===== src/rtl/uart_pkg.sv =====
// Shared constants for the buffered UART transmitter: FSM state encoding,
// frame shape and the baud divider helper.
package uart_pkg;

    localparam logic [1:0] ST_IDLE  = 2'd0;
    localparam logic [1:0] ST_START = 2'd1;
    localparam logic [1:0] ST_DATA  = 2'd2;
    localparam logic [1:0] ST_STOP  = 2'd3;

    localparam int DATA_BITS = 8;
    localparam int STOP_BITS = 1;

    // Clocks per bit; the fractional part is discarded.
    function automatic int baud_div(input int clk_hz, input int baud);
        return clk_hz / baud;
    endfunction

endpackage


===== src/rtl/sync_fifo.sv =====
// Single-clock FIFO with registered count/full/empty and a registered read port:
// rd_data holds the popped entry from the cycle after rd_en until the next pop.
module sync_fifo #(
    parameter int WIDTH = 8,
    parameter int DEPTH = 16
) (
    input  logic                     clk,
    input  logic                     reset,
    input  logic                     wr_en,
    input  logic [WIDTH-1:0]         wr_data,
    input  logic                     rd_en,
    output logic [WIDTH-1:0]         rd_data,
    output logic                     full,
    output logic                     empty,
    output logic [$clog2(DEPTH):0]   count
);

    localparam int AW = $clog2(DEPTH);
    localparam int CW = AW + 1;
    localparam logic [CW-1:0] CNT_FULL = CW'(DEPTH);

    logic [WIDTH-1:0] mem_r [DEPTH];
    logic [AW-1:0]    wr_ptr_r;
    logic [AW-1:0]    rd_ptr_r;
    logic [CW-1:0]    count_r;
    logic [CW-1:0]    count_nx_s;
    logic             full_r;
    logic             empty_r;
    logic [WIDTH-1:0] rd_data_r;
    logic             push_s;
    logic             pop_s;

    // full is the pre-pop view, so a write into a full FIFO is dropped even if a pop coincides
    assign push_s = wr_en && !full_r;
    assign pop_s  = rd_en && !empty_r;

    // Next occupancy from this cycle's accepted push/pop
    always_comb begin
        count_nx_s = count_r;
        case ({push_s, pop_s})
            2'b10:   count_nx_s = count_r + CW'(1);
            2'b01:   count_nx_s = count_r - CW'(1);
            default: count_nx_s = count_r;
        endcase
    end

    // Pointers, status flags and read register
    always_ff @(posedge clk or negedge reset) begin
        if (!reset) begin
            wr_ptr_r  <= {AW{1'b0}};
            rd_ptr_r  <= {AW{1'b0}};
            count_r   <= {CW{1'b0}};
            full_r    <= 1'b0;
            empty_r   <= 1'b1;
            rd_data_r <= {WIDTH{1'b0}};
        end else begin
            if (push_s) begin
                wr_ptr_r <= wr_ptr_r + AW'(1);
            end
            if (pop_s) begin
                rd_ptr_r  <= rd_ptr_r + AW'(1);
                rd_data_r <= mem_r[rd_ptr_r];
            end
            count_r <= count_nx_s;
            full_r  <= (count_nx_s == CNT_FULL);
            empty_r <= (count_nx_s == {CW{1'b0}});
        end
    end

    // Storage array
    always_ff @(posedge clk) begin
        if (push_s) begin
            mem_r[wr_ptr_r] <= wr_data;
        end
    end

    assign rd_data = rd_data_r;
    assign full    = full_r;
    assign empty   = empty_r;
    assign count   = count_r;

endmodule


===== src/rtl/uart_tx_buffered.sv =====
// Buffered 8N1 UART transmitter: bytes queue in a FIFO and are serialised
// back-to-back with a single idle clock between frames.
module uart_tx_buffered
    import uart_pkg::*;
#(
    parameter int CLK_HZ = 100_000_000,
    parameter int BAUD   = 9600,
    parameter int DEPTH  = 16
) (
    input  logic                   clk,
    input  logic                   reset,
    input  logic [7:0]             wr_data,
    input  logic                   wr_en,
    output logic                   full,
    output logic [$clog2(DEPTH):0] count,
    output logic                   overflow,
    output logic                   busy,
    output logic                   tx
);

    localparam int DIV = baud_div(CLK_HZ, BAUD);
    localparam int BW  = (DIV > 1) ? $clog2(DIV) : 1;
    localparam logic [BW-1:0] BCNT_LAST = BW'(DIV - 1);

    logic             fifo_empty_s;
    logic             fifo_rd_en_s;
    logic [7:0]       fifo_rd_data_s;
    logic [1:0]       state_r;
    logic [1:0]       state_nx_s;
    logic [BW-1:0]    bcnt_r;
    logic [BW-1:0]    bcnt_nx_s;
    logic [2:0]       bit_idx_r;
    logic [2:0]       bit_idx_nx_s;
    logic [7:0]       shift_r;
    logic [7:0]       shift_nx_s;
    logic             bit_done_s;
    logic             tx_nx_s;
    logic             tx_r;
    logic             busy_r;
    logic             overflow_r;

    sync_fifo #(
        .WIDTH (8),
        .DEPTH (DEPTH)
    ) u_fifo (
        .clk     (clk),
        .reset   (reset),
        .wr_en   (wr_en),
        .wr_data (wr_data),
        .rd_en   (fifo_rd_en_s),
        .rd_data (fifo_rd_data_s),
        .full    (full),
        .empty   (fifo_empty_s),
        .count   (count)
    );

    assign bit_done_s = (bcnt_r == BCNT_LAST);

    // Frame sequencing; the popped byte lands in the FIFO read register during START
    always_comb begin
        state_nx_s   = state_r;
        bcnt_nx_s    = bcnt_r;
        bit_idx_nx_s = bit_idx_r;
        shift_nx_s   = shift_r;
        fifo_rd_en_s = 1'b0;
        case (state_r)
            ST_IDLE: begin
                bcnt_nx_s = {BW{1'b0}};
                if (!fifo_empty_s) begin
                    fifo_rd_en_s = 1'b1;
                    bit_idx_nx_s = 3'd0;
                    state_nx_s   = ST_START;
                end else begin
                    state_nx_s = ST_IDLE;
                end
            end
            ST_START: begin
                if (bit_done_s) begin
                    bcnt_nx_s  = {BW{1'b0}};
                    shift_nx_s = fifo_rd_data_s;
                    state_nx_s = ST_DATA;
                end else begin
                    bcnt_nx_s = bcnt_r + BW'(1);
                end
            end
            ST_DATA: begin
                if (bit_done_s) begin
                    bcnt_nx_s  = {BW{1'b0}};
                    shift_nx_s = {1'b0, shift_r[7:1]};
                    if (bit_idx_r == 3'(DATA_BITS - 1)) begin
                        state_nx_s = ST_STOP;
                    end else begin
                        bit_idx_nx_s = bit_idx_r + 3'd1;
                    end
                end else begin
                    bcnt_nx_s = bcnt_r + BW'(1);
                end
            end
            ST_STOP: begin
                if (bit_done_s) begin
                    bcnt_nx_s  = {BW{1'b0}};
                    state_nx_s = ST_IDLE;
                end else begin
                    bcnt_nx_s = bcnt_r + BW'(1);
                end
            end
            default: begin
                bcnt_nx_s  = {BW{1'b0}};
                state_nx_s = ST_IDLE;
            end
        endcase
    end

    // Line level derived from the next state so tx leaves a flop glitch-free
    always_comb begin
        tx_nx_s = 1'b1;
        case (state_nx_s)
            ST_IDLE:  tx_nx_s = 1'b1;
            ST_START: tx_nx_s = 1'b0;
            ST_DATA:  tx_nx_s = shift_nx_s[0];
            ST_STOP:  tx_nx_s = 1'b1;
            default:  tx_nx_s = 1'b1;
        endcase
    end

    // Engine registers and registered outputs
    always_ff @(posedge clk or negedge reset) begin
        if (!reset) begin
            state_r    <= ST_IDLE;
            bcnt_r     <= {BW{1'b0}};
            bit_idx_r  <= 3'd0;
            shift_r    <= 8'h00;
            tx_r       <= 1'b1;
            busy_r     <= 1'b0;
            overflow_r <= 1'b0;
        end else begin
            state_r    <= state_nx_s;
            bcnt_r     <= bcnt_nx_s;
            bit_idx_r  <= bit_idx_nx_s;
            shift_r    <= shift_nx_s;
            tx_r       <= tx_nx_s;
            busy_r     <= (state_nx_s != ST_IDLE);
            overflow_r <= wr_en && full;
        end
    end

    assign tx       = tx_r;
    assign busy     = busy_r;
    assign overflow = overflow_r;

endmodule


===== config.mk =====
export PLATFORM = sky130hd
export DESIGN_NAME = uart_tx_buffered
export DESIGN_NICKNAME = d
export VERILOG_FILES = /design/src/rtl/uart_pkg.sv /design/src/rtl/sync_fifo.sv /design/src/rtl/uart_tx_buffered.sv
export SDC_FILE = /design/constraint.sdc
export NUM_CORES = 1
export LEC_CHECK = 0
export CAP_MARGIN = 20
export CORE_MARGIN = 4
export CORE_UTILIZATION = 52
export DETAILED_ROUTE_END_ITERATION = 12
export GPL_TIMING_DRIVEN = 0
export HOLD_SLACK_MARGIN = 0.05
export PLACE_DENSITY = 0.77
export SLEW_MARGIN = 0
export SYNTH_ARGS = -nofsm -noshare
export SYNTH_HDL_FRONTEND = slang
export SYNTH_SLANG_ARGS = --single-unit
export TNS_END_PERCENT = 100

===== constraint.sdc =====
create_clock -name clk -period 3.6 [get_ports clk]
set_input_delay 1.08 -clock clk [delete_from_list [all_inputs] [get_ports clk]]
set_output_delay 1.08 -clock clk [all_outputs]
set_load 0.02 [all_outputs]

==> results_dict.tcl <==
set metrics [dict create \
    synth_area_per_cell_sq_um 16.0 \
    die_x_microns 130 \
    clk_pin_slew_ns 0.07 \
    final_cell_count_no_fill 721 \
    dr.pass1.iters 5 \
    synth_edf_count 128 \
    clkSinkCount 181 \
    p_leak_nw 3.15 \
    via_per_inst 5.86 \
    synthCells 481 \
    ios 20 \
    syn-num-nets 510 \
    numCtsBuffers 17 \
    skew_ns 0.00854 \
    crit_path_start_kind "primary input" \
    worstPathMaxFanout 5 \
    grt_pass1_wl_mm 22.9 \
    dp.cells 689 \
    place_ws_ns -0.249 \
    highest_layer "met4" \
    die-area_sq_um 16800 \
    wl_mm 14.1 \
    grt_max_degree 38 \
    clk_latency_ns 0.43 \
    holdCritPathClass "reg2reg" \
    p_seq_frac 0.400 \
    async_reset_ff_frac 0.293 \
    synth_warnings 0 \
    fp-row-count 44 \
    cp_slowest_cell "clkdlybuf4s50_1" \
    hold_violations 0 \
    synthToLayoutAreaGrowth_pct 13.7 \
    cp_cell_sequence "clkdlybuf4s50_1, nor2b_2, inv_1, nand2_1, xnor2_1, ha_1, nor3b_1, a31oi_1, a221oi_1, xnor2_1, inv_1, a211oi_1" \
    rsz0062_at_grt "no" \
    die_h_microns 130 \
    drive_above_1_share 0.158 \
    diodes 0 \
    max_cap_violations 0 \
    place_congestion 0.823 \
    path_delay_family "compound AO/OA/AOI/OAI gates" \
    setup_viol 0 \
    wl_met2_mm 7.10 \
    seq_area_frac_synth 0.673 \
    whs_ns 0.484 \
    syn_area_sq_um 7690 \
    cts_setup_buffers 0 \
    route.met3.wl_microns 655 \
    via_count 4223 \
    max-clock-path-buffers 2 \
    cts_tree "done" \
    cts_hold_buf 0 \
    pwr-share-clk 0.269 \
    drc 0 \
    first_global_vias 4272 \
    cts_resized 0 \
    ir_drop_mv 0.544 \
    tightest_slew_ns 0.817 \
    max_stage_delay_ns 0.48 \
    finalWorstSetupSlack_ns 0.308 \
    fin_tns_setup_ns 0 \
    ys_types 53 \
    p_int_w 0.00458 \
    fin_util 0.602 \
    grtUsageTotal 0.183 \
    max_clock_freq_ghz 0.304 \
    swShare 0.328 \
    overflow 0 \
    path_buf_inv 3 \
    required_ns 3.94 \
    fin_nets 553 \
    crit_type "in2reg" \
    antenna_found_initial 0 \
    core_area_sq_um 14500 \
    h-tree-depth 4 \
    maxSlewHeadroom 0.454 \
    status "finished clean" \
    port_buffers 19 \
    layout_min_cycle_time_ns 3.29 \
    yosys_register_bits 181 \
    cp-end-kind "register" \
    dpl.hpwl_mm 9.53 \
    worstPathArrival_ns 3.63 \
    fin_crit_sh 0.914 \
    synth-main-ff-cell "edfxtp_1" \
    cts_root_buf "clkbuf_16" \
    switching_power_w 0.00224 \
    initial_core_util 0.529 \
    power_density_nw_per_um2 779 \
    wl_per_cell_microns 19.6 \
    drv_slew 0 \
    ant_nets 0 \
    wl_met1_mm 6.15 \
    pwr-share-comb 0.331 \
    first_iter_violations 336 \
]
cells by family after synthesis:
logic type,share of synthesized area
AND/OR/NAND/NOR,0.0727
AO/OA/AOI/OAI,0.0486
flip-flops,0.673
XOR/XNOR,0.0251
buffers and inverters,0.0254
multiplexers,0.126
adder cells (fa/ha/maj),0.0293
worst paths after layout:
path,start,to,slack [ns],cells after the start
setup reg to reg,state_r[0],u_fifo.empty,0.36,14
min in group asynchronous,reset,bcnt_r[5],0.57,1
hold / removal,bcnt_r[0],bcnt_r[0],0.48,1
hold reg to reg,bcnt_r[0],bcnt_r[0],0.48,1
max in group asynchronous,reset,u_fifo.empty,2.44,2
setup / recovery,wr_en,u_fifo.empty,0.31,12
synthesized netlist by cell type, types with 4 or more instances:
library cell | instances | area, sq um
a22oi_1 | 6 | 45.0
nand2_1 | 19 | 71.3
a221o_1 | 8 | 80.1
xor2_1 | 7 | 61.3
ha_1 | 18 | 225
nand4_1 | 6 | 37.5
nand2b_1 | 5 | 31.3
buf_2 | 4 | 20.0
a21oi_1 | 14 | 70.1
dfrtp_1 | 51 | 1280
mux4_1 | 8 | 210
nand3_1 | 8 | 40.0
nor2_1 | 40 | 150
inv_1 | 16 | 60.1
edfxtp_1 | 128 | 3840
mux2i_1 | 12 | 120
clkbuf_1 | 14 | 52.6
mux4_2 | 24 | 541
mux2_2 | 9 | 101
o21ai_0 | 7 | 35.0
nor3_1 | 14 | 70.1
xnor2_1 | 15 | 131
routing by layer:
metal | GRT usage | vias up
met5 | 0 | -
met4 | 0.0593 | 0
met3 | 0.0453 | 20
met2 | 0.301 | 101
met1 | 0.243 | 2158
li1 | - | 1944
flip-flops by register name (all words and copies together) (netlist names), 2 cells and up:
name / flops
u_fifo.rd_data: 8
u_fifo.mem_r: 128
shift_r: 8
u_fifo.rd_ptr_r: 4
bit_idx_r: 3
u_fifo.count: 5
state_r: 2
bcnt_r: 14
u_fifo.wr_ptr_r: 4
final cells by class:
| type | instances | area, sq um |
|---|---|---|
| Inverter | 17 | 67.6 |
| Tap cell | 184 | 230 |
| Fill cell | 1073 | 5790 |
| Clock buffer | 17 | 425 |
| Sequential cell | 181 | 5170 |
| Multi-Input combinational cell | 258 | 2330 |
| Clock inverter | 15 | 165 |
| Timing Repair Buffer | 24 | 230 |
| Buffer | 25 | 131 |
per-stage QoR:
step / power [W] / instance area [sq um]
after global routing: 0.00717 / 8750
final: 0.00682 / 8750
after floorplan: 0.00439 / 7690
after CTS: 0.00686 / 8740
after global placement: 0.00492 / 8110
after detailed placement: 0.00503 / 8150
power groups by stage:
stage	clock network, W	registers [W]	logic, W
2_1_floorplan	0	0.00278	0.00161
3_3_place_gp	0	0.00275	0.00217
3_5_place_dp	0	0.00277	0.00226
4_1_cts	0.00186	0.00273	0.00228
5_1_grt	0.00195	0.00276	0.00246
6_report	0.00183	0.00272	0.00226
cell usage in the layout (no fill, tap or decap), types with 4 or more instances in the layout:
cell type / n
dfrtp_1: 51
a221o_1: 8
clkdlybuf4s50_1: 18
nor3_1: 14
xnor2_1: 15
mux4_2: 24
nand4_1: 6
ha_1: 18
xor2_1: 7
clkbuf_1: 14
nor2_1: 40
a21oi_1: 14
mux2_2: 9
mux2i_1: 12
nand2b_1: 5
mux4_1: 8
buf_2: 7
nand2_1: 19
a22oi_1: 6
nand3_1: 8
clkbuf_16: 17
o21ai_0: 7
edfxtp_1: 128
inv_1: 16
inv_8: 4
Power figures use the tool's default switching activity.
